--- src/rtl/fifo_uart_drain_pkg.sv ---
// rtl/fifo_uart_drain_pkg.sv - shared FSM encoding and baud-period derivation for the UART drain
package fifo_uart_drain_pkg;

    typedef enum logic [1:0] {
        IDLE = 2'd0,
        LOAD = 2'd1,
        SEND = 2'd2
    } state_t;

    // Clock cycles per UART symbol; also used by the matching receiver.
    function automatic int symbol_edge_time(input int clock_freq, input int baud_rate);
        return clock_freq / baud_rate;
    endfunction

endpackage

--- src/rtl/fifo_uart_drain_baud_tick.sv ---
// rtl/fifo_uart_drain_baud_tick.sv - symbol-period counter with clear and one-cycle terminal tick
module uart_baud_tick #(
    parameter int SYMBOL_EDGE_TIME = 2
) (
    input  logic clk,
    input  logic rst,
    input  logic clr,
    input  logic en,
    output logic tick
);

    localparam int CW = $clog2(SYMBOL_EDGE_TIME);
    localparam logic [CW-1:0] TOP = CW'(SYMBOL_EDGE_TIME - 1);

    logic [CW-1:0] count;

    assign tick = en && (count == TOP);

    always_ff @(posedge clk) begin
        if (rst || clr) begin
            count <= '0;
        end else if (en) begin
            count <= tick ? '0 : count + 1'b1;
        end
    end

endmodule

--- src/rtl/fifo_uart_drain.sv ---
// rtl/fifo_uart_drain.sv - pops bytes from a one-cycle-latency FIFO and sends them as 8N1 UART frames
module fifo_uart_drain
    import fifo_uart_drain_pkg::*;
#(
    parameter int CLOCK_FREQ = 125_000_000,
    parameter int BAUD_RATE  = 115_200,
    parameter int WIDTH      = 8
) (
    input  logic             clk,
    input  logic             rst,
    input  logic             tx_enable,
    input  logic             fifo_empty,
    output logic             fifo_rd_en,
    input  logic [WIDTH-1:0] fifo_dout,
    output logic             serial_out,
    output logic             busy
);

    localparam int SET   = symbol_edge_time(CLOCK_FREQ, BAUD_RATE);
    localparam int BIT_W = $clog2(WIDTH + 2);
    localparam logic [BIT_W-1:0] LAST_BIT = BIT_W'(WIDTH + 1);

    state_t           state, state_next;
    logic [WIDTH+1:0] shift, shift_next;
    logic [BIT_W-1:0] bit_cnt, bit_cnt_next;
    logic             tick, baud_clr, baud_en;

    uart_baud_tick #(.SYMBOL_EDGE_TIME(SET)) u_baud_tick (
        .clk  (clk),
        .rst  (rst),
        .clr  (baud_clr),
        .en   (baud_en),
        .tick (tick)
    );

    always_comb begin
        state_next   = state;
        shift_next   = shift;
        bit_cnt_next = bit_cnt;
        fifo_rd_en   = 1'b0;
        baud_clr     = 1'b0;
        baud_en      = 1'b0;
        case (state)
            IDLE: begin
                fifo_rd_en = !rst && tx_enable && !fifo_empty;
                if (fifo_rd_en) state_next = LOAD;
            end
            LOAD: begin
                // fifo_dout is valid only now, the cycle after the pop
                shift_next   = {1'b1, fifo_dout, 1'b0};
                bit_cnt_next = '0;
                baud_clr     = 1'b1;
                state_next   = SEND;
            end
            SEND: begin
                baud_en = 1'b1;
                if (tick) begin
                    shift_next = {1'b1, shift[WIDTH+1:1]};
                    if (bit_cnt == LAST_BIT) begin
                        bit_cnt_next = '0;
                        state_next   = IDLE;
                    end else begin
                        bit_cnt_next = bit_cnt + 1'b1;
                    end
                end
            end
            default: state_next = IDLE;
        endcase
    end

    always_ff @(posedge clk) begin
        if (rst) begin
            state      <= IDLE;
            shift      <= '1;
            bit_cnt    <= '0;
            serial_out <= 1'b1;
        end else begin
            state      <= state_next;
            shift      <= shift_next;
            bit_cnt    <= bit_cnt_next;
            // Registered line tracks shift[0] while sending, high otherwise
            serial_out <= (state_next == SEND) ? shift_next[0] : 1'b1;
        end
    end

    assign busy = (state != IDLE);

endmodule

--- config.mk ---
export PLATFORM = sky130hd
export DESIGN_NAME = fifo_uart_drain
export DESIGN_NICKNAME = d
export VERILOG_FILES = /design/src/rtl/fifo_uart_drain_pkg.sv /design/src/rtl/fifo_uart_drain_baud_tick.sv /design/src/rtl/fifo_uart_drain.sv
export SDC_FILE = /design/constraint.sdc
export NUM_CORES = 1
export LEC_CHECK = 0
export CAP_MARGIN = 20
export CORE_ASPECT_RATIO = 1.4
export CORE_MARGIN = 5
export CORE_UTILIZATION = 27
export CTS_BUF_LIST = sky130_fd_sc_hd__clkbuf_16
export DETAILED_ROUTE_END_ITERATION = 7
export GPL_ROUTABILITY_DRIVEN = 0
export PLACE_DENSITY = 0.49
export SETUP_SLACK_MARGIN = 0.2
export SLEW_MARGIN = 20
export SYNTH_ARGS = -nofsm -noshare
export SYNTH_HDL_FRONTEND = slang
export SYNTH_SLANG_ARGS = --single-unit
export TNS_END_PERCENT = 1
--- constraint.sdc ---
create_clock -name clk -period 2.38 [get_ports clk]
set_clock_uncertainty 0.05 [all_clocks]
set_input_delay 0.357 -clock clk [delete_from_list [all_inputs] [get_ports clk]]
set_output_delay 0.357 -clock clk [all_outputs]
set_load 0.02 [all_outputs]
==> results of run 1 <==
[power groups by stage]
stage | Sequential, mW | Clock, mW | Combinational, mW
after floorplan | 0.504 | 0 | 0.0686
after global placement | 0.506 | 0 | 0.111
after detailed placement | 0.506 | 0 | 0.113
after CTS | 0.495 | 0.510 | 0.114
after global routing | 0.497 | 0.534 | 0.124
final | 0.496 | 0.494 | 0.113
[synth_stat cells, drive strengths merged]
cell type  number
nor2b           2
ha              8
and4            1
nor2           13
nand4           2
nor3            5
a31oi           1
nor4b           1
o21ai           1
inv            11
nand3           6
and3b           2
nor3b           1
nand2b          1
o32ai           1
or4             1
a211o           2
nor4            1
clkbuf          5
and4b           1
dfxtp          28
a22o            8
xor2            3
a32oi           1
a311oi          2
a21oi           4
and3            3
buf             3
nand4b          2
a2bb2oi         1
nand2           8
a211oi          1
or3             4
o21ba           1
a221o           9
and2            2
xnor2           6
[cell families (layout without fill, tap and decap cells)]
logic type | Yosys count | after routing | share of synthesized area [%]
compound gates | 32 | 32 | 19.7
fa+ha+maj | 8 | 8 | 7.09
xor+xnor | 9 | 9 | 5.58
simple gates | 56 | 56 | 22.7
buf+inv | 19 | 34 | 5.31
flops | 28 | 28 | 39.7
[routing by layer]
layer	track usage, %	part of all wire, %	vias up
met2	18.9	51	15
met4	4.86	1.6	0
met3	1.58	3.2	5
met5	0	0	-
li1	-	-	586
met1	11.4	44	566
[state kept, by name, indices dropped and copies added (netlist names)]
| signal | count |
|---|---|
| state | 2 |
| serial_out | 1 |
| u_baud_tick.count | 11 |
| shift | 10 |
| bit_cnt | 4 |
[layout make-up]
class / instances / area [um2]
well taps: 66 / 82.6
clock inverters: 1 / 30.0
repair buffers: 19 / 176
flip-flops and latches: 28 / 561
multi-input cells: 105 / 779
inverters: 11 / 41.3
fillers: 543 / 3370
clock buffers: 3 / 75.1
[worst reg2reg max path, delay by kind of cell (launching register included)]
family	cells	cell delay (ps)
compound gates	2	510
fa+ha+maj	1	220
buf+inv	2	280
flops	1	390
simple gates	2	520
[repair_timing]
item                       in CTS  in global routing
setup endpoints to repair       1                  9
hold buffers                    0                  0
resized for setup               1                  1
[metrics by stage]
step	total power, mW	setup WS (ps)
2_1_floorplan	0.573	507
4_1_cts	1.12	258
3_3_place_gp	0.617	67.6
5_1_grt	1.16	221
6_report	1.10	299
3_5_place_dp	0.619	46.4
[worst min-delay path by stage]
stage | cells after the start | from | endpoint | slack [ps]
finish | 1 | shift[9] | shift[9] | 420
global route | 1 | shift[9] | shift[9] | 450
CTS | 1 | shift[9] | shift[9] | 420
detailed placement | 1 | shift[9] | shift[9] | 410
global placement | 1 | shift[9] | shift[9] | 400
floorplan | 1 | shift[9] | shift[9] | 390
==> impl_summary.txt, run 1 <==
----------------------------------------------------
[Critical path]
  Endpoint kind of the worst setup timing path ... flop
  Number of cells on the worst reg-to-reg path ... 7
  Required time at the worst-slack endpoint ... 2480 ps
  Ordered list of cells on the worst path ... inv_1 > ha_1 > and4b_1 > and3_1 > buf_4 > a22o_1 > a221o_1
  Buf/Inv on CP ... 2
  Startpoint class of the critical path ... flop
  Category of the most critical setup path ... flop to flop
  Arr. time, crit path ... 2180 ps
  Capture point of the critical path ... shift[6]
  Kind of cell with the highest combined delay on the critical path ... simple AND/OR/NAND/NOR gates
  Worst R2R End ... shift[6]
  Critical Path Stages ... 7
  Launching instance or port of the critical path ... state[0]
  Max Fanout on Critical Path ... 9
  Slowest cell on crit path ... sky130_fd_sc_hd__dfxtp_1
  Worst reg-to-reg setup slack ... 300 ps
  CP max stage delay ... 390 ps
  Launch point of the worst reg-to-reg path ... state[0]

[Cells and area]
  Nets ... roughly 190
  Final Instance Area ... 1750 um2
  Commonest non-fill, non-tap cell in the layout ... sky130_fd_sc_hd__dfxtp_1
  Area growth from synthesis to final layout ... 23.6%
  Ratio of cells with drive above 1 in the final layout ... 7.78%
  Final Util ... ~34%
  Leading cell types in the layout, fill and taps excluded ... 28 x sky130_fd_sc_hd__dfxtp_1, 13 x sky130_fd_sc_hd__nor2_1, 13 x sky130_fd_sc_hd__clkdlybuf4s50_1
  Finished Layout Cells ... 233
  Total inserted antenna cells ... 0

[Clock tree]
  CTS root buffer ... sky130_fd_sc_hd__clkbuf_16
  Clock latency on the worst-skew pair ... 260 ps
  Buffer count from post-CTS setup fixing ... 0
  CTS H-tree depth ... 1
  Clock transition at the registers of the reported paths ... 70 ps
  Clock buffer count from CTS ... 3
  Clock net sink count ... 28
  Clock Path Buffers ... 2
  Clock tree from TritonCTS ... built

[Job]
  Max-cap violations ... 0

[Timing]
  Worst-margin pin slew ... 525 ps
  RSZ-0062 raised after global routing ... no
  Sum Neg Setup Slack ... 0 ps
  Final setup viols ... 0
  Final-report max-slew violation count ... 0
  Min cycle time layout ... roughly 2100 ps
  Relative slew margins ... 65.0%
  Hold slack final ... 422 ps
  Final count of hold timing violations ... 0
  Achievable frequency ... 481 MHz
  Final period utilization ... 87.4%

[Floorplan]
  Effective utilization at floorplan ... between 20 and 30%
  Die area ... 6800 um2
  I/O pin total ... 15
  CORE AREA ... 5120 um2
  Number of cell rows ... 31
  Height of the die ... 95.6 um
  Die width ... 71.1 um

[Detailed routing]
  Post-detailed-route count of antenna-violating nets ... 0
  Drt pass-1 iters ... 4
  Total routed wirelength ... 3.23 mm
  Routed WL per cell ... 13.9 um
  DR DRC count ... 0
  First-iteration detailed-routing DRC count ... 60
  Drt via density ... around 5.0
  Vias ... 1172

[Power and ir drop]
  Switching power ... 0.224 mW
  Part of the total power dissipated in sequential elements ... 44.9%
  IR Drop Worst-Case VDD ... approximately 0.40 mV
  Static power due to leakage ... 0.629 nW
  Part of the power in combinational logic ... between 10% and 20%
  Switching share of power ... 20.3%
  Clock power frac ... 44.8%
  Internal power consumption ... 0.879 mW
  P per Cell Area ... 632 nW/um2

[Global routing]
  Global-route wire length before repair ... between 5 and 6 mm
  Number of antenna violations at the first check in global routing ... 0
  Aggregate global routing overflow ... 0
  Vias in the first global route ... 1213
  GRT Total Usage ... 10.2%
  Pin count of the biggest net entering global routing ... 21

[Run status]
  Result of the run ... completed

[Placement]
  Port-buffer cells ... 14
  Cell total after placement ... 229
  Post-DP HPWL ... 2.34 mm
  Area post-placement ... 1640 um2

[Synth]
  Synthesis-stage register bit count ... 28
  Gate count after technology mapping ... 152
  Mapped Nets ... approximately 170
  Post-synthesis sequential area ratio ... about two fifths
  Yosys warns ... 0
  Number of distinct standard cells referenced by the synthesized netlist ... 37
  Leading post-synthesis cells by cell area ... sky130_fd_sc_hd__dfxtp_1 40%, sky130_fd_sc_hd__ha_1 7.1%, sky130_fd_sc_hd__a221o_1 6.4%
  Total standard cell area after synthesis ... 1410 um2
  Cell accounting for the most synthesized area ... sky130_fd_sc_hd__dfxtp_1
  Synthesized area per cell ... 9.29 um2
  Post-synth top area share ... slightly below 40%

[Worst hold path]
  Worst min-delay path category ... flop to flop

----------------------------------------------------
No activity file was read; power rests on OpenSTA's default activity.
==> run 2: changes to the inputs <==
--- a/config.mk
+++ b/config.mk
@@ -8,13 +8,13 @@
 export CAP_MARGIN = 20
 export CORE_ASPECT_RATIO = 1.4
 export CORE_MARGIN = 5
-export CORE_UTILIZATION = 27
+export CORE_UTILIZATION = 55
 export CTS_BUF_LIST = sky130_fd_sc_hd__clkbuf_16
 export DETAILED_ROUTE_END_ITERATION = 7
 export GPL_ROUTABILITY_DRIVEN = 0
-export PLACE_DENSITY = 0.49
+export PLACE_DENSITY = 0.83
 export SETUP_SLACK_MARGIN = 0.2
-export SLEW_MARGIN = 20
+export SLEW_MARGIN = 15
 export SYNTH_ARGS = -nofsm -noshare
 export SYNTH_HDL_FRONTEND = slang
 export SYNTH_SLANG_ARGS = --single-unit
==> run 2 against run 1 <==
Net effect:
- non-clock buffer count is the same
- final cell count shrank 14%
- global-route usage grew 8.2 points
- clock-buffer cell count is the same
- fmax is essentially flat
- critical path depth shrank 3
- critical path type is now flop to output port
==> impl_summary.txt, run 2 (same netlist as run 1, synthesis figures left out) <==
----------------------------------------------------
[Global routing]
  Met1 track demand over resource ... 20.5% (+9.2 points)
  Met3 Use GR ... 2.77% (+1.2 points)
  Aggregate global routing overflow ... 0 (unchanged)
  Global Route met2 Usage ... 32.7% (+14 points)
  GRT Total Usage ... 18.5% (+8.2 points)
  Vias in the first global route ... 1221 (+0.66%)
  Pin count of the biggest net entering global routing ... 21 (unchanged)
  Global-route wire length before repair ... 5.29 mm (-5.2%)
  Number of antenna violations at the first check in global routing ... 0 (unchanged)
  Most heavily used metal layer in global routing ... met2

[Cells and area]
  Register ranked first by flip-flop count ... u_baud_tick.count
  Largest registers ... u_baud_tick.count (11), shift (10), bit_cnt (4)
  Area growth from synthesis to final layout ... 20.9%
  Ratio of cells with drive above 1 in the final layout ... 7.78% (unchanged)
  Count of filler cells inserted in the layout ... 189 (-65%)
  Area occupied by multi-input gates ... 782 um2 (+0.32%)
  Commonest non-fill, non-tap cell in the layout ... sky130_fd_sc_hd__dfxtp_1
  Total inserted antenna cells ... 0 (unchanged)
  Area taken by flip-flops and latches ... 561 um2 (unchanged)
  Nets ... 188 (unchanged)
  Finished Layout Cells ... 201 (-14%)
  Largest register FFs ... 11 (unchanged)
  Leading cell types in the layout, fill and taps excluded ... 28 x sky130_fd_sc_hd__dfxtp_1, 13 x sky130_fd_sc_hd__nor2_1, 13 x sky130_fd_sc_hd__clkdlybuf4s50_1

[Critical path]
  CP max stage delay ... 630 ps (+240 ps)
  Startpoint class of the critical path ... flop
  Slowest cell on crit path ... sky130_fd_sc_hd__clkdlybuf4s50_1
  Worst reg-to-reg setup slack ... 350 ps (+50 ps)
  Category of the most critical setup path ... flop to output port
  Endpoint kind of the worst setup timing path ... output port
  Required time at the worst-slack endpoint ... 1970 ps (-510 ps)
  Ordered list of cells on the worst path ... inv_1 > ha_1 > inv_1 > clkdlybuf4s50_1
  Kind of cell with the highest combined delay on the critical path ... buffers and inverters
  Cell repeated most along the worst path ... sky130_fd_sc_hd__inv_1
  Arr. time, crit path ... 1680 ps (-500 ps)
  Buf/Inv on CP ... 3 (+1)
  Max Fanout on Critical Path ... 5 (-4)

[Worst hold path]
  Worst min-delay path category ... flop to flop

[Detailed routing]
  First-iteration detailed-routing DRC count ... 28 (-53%)
  Routed WL per cell ... 15.2 um (+9.9%)
  Total routed wirelength ... 3.06 mm (-5.2%)
  Drt pass-1 iters ... 4 (unchanged)
  Post-detailed-route count of antenna-violating nets ... 0 (unchanged)
  DR DRC count ... 0 (unchanged)
  Drt via density ... 6.00 (+19%)
  Vias ... 1207 (+3.0%)

[Placement]
  Port-buffer cells ... 14 (unchanged)
  Cell total after placement ... 197 (-14%)
  Post-DP HPWL ... 2.18 mm (-7.1%)

[Timing]
  Final setup viols ... 0 (unchanged)
  Relative slew margins ... 65.0% (about the same)
  Achievable frequency ... 480 MHz (about the same)
  Final-report max-slew violation count ... 0 (unchanged)
  Sum Neg Setup Slack ... 0 ps (unchanged)
  Min cycle time layout ... 2080 ps (+1.86 ps)
  Final count of hold timing violations ... 0 (unchanged)
  Worst-margin pin slew ... 525 ps (+0.0659 ps)
  Final period utilization ... 87.5% (about the same)
  RSZ-0062 raised after global routing ... yes

[Floorplan]
  Die area ... 3700 um2 (-46%)
  I/O pin total ... 15 (unchanged)
  Height of the die ... 70.0 um (-27%)
  Effective utilization at floorplan ... 58.4% (+31 points)
  Number of cell rows ... 21 (-32%)
  Die width ... 52.8 um (-26%)
  CORE AREA ... 2420 um2 (-53%)

[Run status]
  Result of the run ... completed

[Clock tree]
  Clock Path Buffers ... 2 (unchanged)
  Clock tree from TritonCTS ... built
  Clock transition at the registers of the reported paths ... 70 ps (about the same)
  Number of buffers inserted for hold repair after clock tree synthesis ... 0 (unchanged)
  Buffer count from post-CTS setup fixing ... 0 (unchanged)
  CTS H-tree depth ... 1 (unchanged)
  Clock latency on the worst-skew pair ... 260 ps (about the same)
  Clock buffer count from CTS ... 3 (unchanged)
  Clock net sink count ... 28 (unchanged)
  CTS root buffer ... sky130_fd_sc_hd__clkbuf_16

[Power and ir drop]
  Static power due to leakage ... 0.629 nW (about the same)
  P per Cell Area ... 645 nW/um2 (+2.1%)
  IR Drop Worst-Case VDD ... 0.568 mV (+44%)

[Job]
  Max-cap violations ... 0 (unchanged)

----------------------------------------------------
[run 2: cell count changes in the layout (fill, tap and decap cells not counted)]
cell and delta:
sky130_fd_sc_hd__or3_4 +1, sky130_fd_sc_hd__nor2b_1 +1, sky130_fd_sc_hd__nor2b_2 -1, sky130_fd_sc_hd__or3_1 -1
[run 2: report_power, final]
part	internal [mW]	switching, mW	leakage (nW)
Combinational	0.0601	0.0542	0.351
Clock	0.335	0.157	0.0511
Sequential	0.485	0.0104	0.227
Total	0.880	0.222	0.629
[run 2: area by class of cell]
class                   count  share of cell area, %
clock buffers               3                   4.40
clock inverters             1                   1.76
inverters                  11                   2.42
multi-input cells         105                   45.8
flip-flops and latches     28                   32.8
well taps                  34                   2.49
repair buffers             19                   10.3
[run 2: through the flow]
step | power (mW) | utilization [%] | hold slack [ps] | setup WS [ps] | area, um2
2_1_floorplan | 0.573 | - | 387 | 507 | 1410
3_3_place_gp | 0.613 | 66.1 | 394 | 216 | 1600
3_5_place_dp | 0.618 | 66.1 | 405 | 144 | 1600
4_1_cts | 1.11 | 70.4 | 421 | 281 | 1700
5_1_grt | 1.14 | 70.7 | 441 | 196 | 1710
6_report | 1.10 | 70.7 | 419 | 297 | 1710
[run 2: timing repair]
action | in CTS | in global routing
endpoints found under the setup margin | 1 | 10
gates cloned | 0 | 0
gates resized for setup | 1 | 1
[run 2: worst register-to-register path, cell delays in order (launching register included)]
cell and delay [ps]:
sky130_fd_sc_hd__dfxtp_1 380, sky130_fd_sc_hd__inv_1 80, sky130_fd_sc_hd__ha_1 210, sky130_fd_sc_hd__and4b_1 270, sky130_fd_sc_hd__and3_1 340, sky130_fd_sc_hd__a22o_1 260
sky130_fd_sc_hd__a221o_1 320
[run 2: final timing paths]
| path | start | end | cells past startpoint |
|---|---|---|---|
| max reg2reg | state[0] | shift[3] | 6 |
| min reg2reg | shift[9] | shift[9] | 1 |
| max | state[0] | busy | 4 |
| min | shift[9] | shift[9] | 1 |
[run 2: routing by layer]
layer  share of wire, %  wire length [um]
met1                 41              1250
met2                 53              1630
met3                2.6                80
met4                3.4               104
met5                  0                 0
==> run 3: changes to the inputs <==
--- a/config.mk
+++ b/config.mk
@@ -6,7 +6,6 @@
 export NUM_CORES = 1
 export LEC_CHECK = 0
 export CAP_MARGIN = 20
-export CORE_ASPECT_RATIO = 1.4
 export CORE_MARGIN = 5
 export CORE_UTILIZATION = 55
 export CTS_BUF_LIST = sky130_fd_sc_hd__clkbuf_16
==> run 3 against run 2 <==
Net effect:
- die area fell by 0.38%
- sequential power barely moved
- critical endpoint unchanged
- wire length fell by 4.4%
- design area fell by 1.7%
- combinational power barely moved
- non-clock buffer count did not move
- register-to-register slack got worse by 40 ps
- largest cell class unchanged
- largest power group unchanged
- power fell by 11%
==> impl_summary.txt, run 3 (same netlist as run 1, synthesis figures left out) <==
----------------------------------------------------
[Power and ir drop]
  Design Power ... 0.984 mW (-11%)
  Part of the power in combinational logic ... 11.8% (+1.4 points)
  Clock power frac ... 37.8% (-6.8 points)
  Static power due to leakage ... 0.617 nW (-2.0%)
  Switching share of power ... 21.6% (+1.5 points)
  Internal power consumption ... 0.771 mW (-12%)
  Part of the total power dissipated in sequential elements ... 50.4% (+5.4 points)
  IR Drop Worst-Case VDD ... 0.470 mV (-17%)
  Switching power ... 0.212 mW (-4.2%)
  P per Cell Area ... 586 nW/um2 (-9.2%)

[Critical path]
  CP max stage delay ... 620 ps (about the same)
  Launching instance or port of the critical path ... state[0]
  Ordered list of cells on the worst path ... inv_1 > ha_1 > inv_1 > clkdlybuf4s50_1
  Startpoint class of the critical path ... flop
  Cell repeated most along the worst path ... sky130_fd_sc_hd__inv_1
  Slowest cell on crit path ... sky130_fd_sc_hd__clkdlybuf4s50_1
  Required time at the worst-slack endpoint ... 1970 ps (about the same)
  Max Fanout on Critical Path ... 5 (unchanged)
  Launch point of the worst reg-to-reg path ... state[0]
  Category of the most critical setup path ... flop to output port
  Worst reg-to-reg setup slack ... 310 ps (-40 ps)
  Arr. time, crit path ... 1700 ps (+20 ps)
  Endpoint kind of the worst setup timing path ... output port

[Cells and area]
  Largest registers ... u_baud_tick.count (11), shift (10), bit_cnt (4)
  Total inserted antenna cells ... 0 (unchanged)
  Register ranked first by flip-flop count ... u_baud_tick.count
  Ratio of cells with drive above 1 in the final layout ... 7.78% (unchanged)
  Commonest non-fill, non-tap cell in the layout ... sky130_fd_sc_hd__dfxtp_1
  Largest register FFs ... 11 (unchanged)
  Area growth from synthesis to final layout ... 18.9%
  Nets ... 188 (unchanged)
  Leading cell types in the layout, fill and taps excluded ... 28 x sky130_fd_sc_hd__dfxtp_1, 13 x sky130_fd_sc_hd__nor2_1, 13 x sky130_fd_sc_hd__clkdlybuf4s50_1

[Floorplan]
  Height of the die ... 60.7 um (-13%)
  Effective utilization at floorplan ... 57.0% (-1.4 points)
  Die width ... 60.7 um (+15%)
  CORE AREA ... 2480 um2 (+2.5%)
  I/O pin total ... 15 (unchanged)
  Number of cell rows ... 18 (-14%)
  Die area ... 3680 um2 (-0.38%)

[Timing]
  Achievable frequency ... 474 MHz (-1.3%)
  Worst-margin pin slew ... 546 ps (+20.7 ps)
  Final setup viols ... 0 (unchanged)
  Final period utilization ... 88.6% (+1.1 points)
  Relative slew margins ... 63.6% (-1.4 points)
  Final-report max-slew violation count ... 0 (unchanged)
  RSZ-0062 raised after global routing ... yes
  Final count of hold timing violations ... 0 (unchanged)
  Least setup slack across all paths after layout ... 270 ps (-27.3 ps)
  Min cycle time layout ... 2110 ps (+27.3 ps)
  Sum Neg Setup Slack ... 0 ps (unchanged)

[Detailed routing]
  Total routed wirelength ... 2.93 mm (-4.4%)
  Post-detailed-route count of antenna-violating nets ... 0 (unchanged)
  Vias ... 1167 (-3.3%)
  First-iteration detailed-routing DRC count ... 101 (+260%)
  Drt via density ... 5.92 (-1.4%)
  Routed WL per cell ... 14.9 um (-2.4%)
  Drt pass-1 iters ... 4 (unchanged)
  DR DRC count ... 0 (unchanged)

[Clock tree]
  Clock tree from TritonCTS ... built
  CTS root buffer ... sky130_fd_sc_hd__clkbuf_16
  CTS H-tree depth ... 1 (unchanged)
  Number of buffers inserted for hold repair after clock tree synthesis ... 0 (unchanged)
  Clock buffer count from CTS ... 3 (unchanged)
  Clock Path Buffers ... 2 (unchanged)
  Clock net sink count ... 28 (unchanged)
  Clock latency on the worst-skew pair ... 260 ps (about the same)
  Clock transition at the registers of the reported paths ... 70 ps (about the same)

[Global routing]
  Vias in the first global route ... 1144 (-6.3%)
  Aggregate global routing overflow ... 0 (unchanged)
  GRT Total Usage ... 17.2% (-1.3 points)
  Global-route wire length before repair ... 4.97 mm (-6.0%)
  Pin count of the biggest net entering global routing ... 21 (unchanged)
  Number of antenna violations at the first check in global routing ... 0 (unchanged)

[Worst hold path]
  Worst min-delay path category ... flop to flop
  Hold Path Origin ... shift[9]

[Placement]
  Post-DP HPWL ... 2.07 mm (-4.8%)
  Post-Place Worst Slack ... 147 ps (+2.71 ps)
  Port-buffer cells ... 14 (unchanged)

[Job]
  Max-cap violations ... 0 (unchanged)

[Run status]
  Result of the run ... completed

----------------------------------------------------
run 3: cell count changes in the layout (fill, tap and decap cells not counted), sizes merged:
cell	previous run	this run
bufinv	1	0
clkinv	0	1
run 3: worst max-delay path: cells and delay by family (launching register included):
family / cells / cell delay, ps
adders and majority gates: 1 / 230
DFF: 1 / 400
buffers and inverters: 3 / 820
run 3: what timing repair did:
item,CTS,global route
hold endpoints to repair,0,0
setup endpoints to repair,1,21
pin swaps,0,0
gates cloned,0,0
gates resized for setup,1,2
buffers inserted,0,0
run 3: power by group through the flow:
stage	clock network [mW]	registers (mW)	logic (mW)
2_1_floorplan	0	0.504	0.0686
3_3_place_gp	0	0.505	0.108
3_5_place_dp	0	0.506	0.112
4_1_cts	0.385	0.495	0.113
5_1_grt	0.399	0.497	0.125
6_report	0.372	0.496	0.116
run 3: path summary, 6_finish.rpt:
check | to | depth (start not counted)
setup / recovery | busy | 4
hold / removal | shift[9] | 1
setup reg to reg | shift[2] | 6
hold reg to reg | shift[9] | 1
run 3: through the flow:
stage	cells	area (um2)	utilization, %	hold slack, ps
global route	197	1680	67.8	438
floorplan	152	1410	-	387
global placement	193	1590	64.3	395
finish	197	1680	67.8	418
CTS	197	1670	67.5	418
detailed placement	193	1590	64.3	412
run 3: cell type report:
class                      count  area, um2
inverter                      11       41.3
fill                         206        798
multi-input combinational    105        785
timing repair buffer          19        176
tap                           30       37.5
clock buffer                   3       75.1
sequential                    28        561
clock inverter                 1       3.75
run 3: layer usage:
layer / up-vias / wire length [um] / global-route usage, %
met2: 19 / 1490 / 31.6
met1: 560 / 1330 / 21.3
met3: 0 / 109 / 2.77
met5: - / 0 / 0
li1: 588 / - / -
met4: 0 / 0 / 3.10
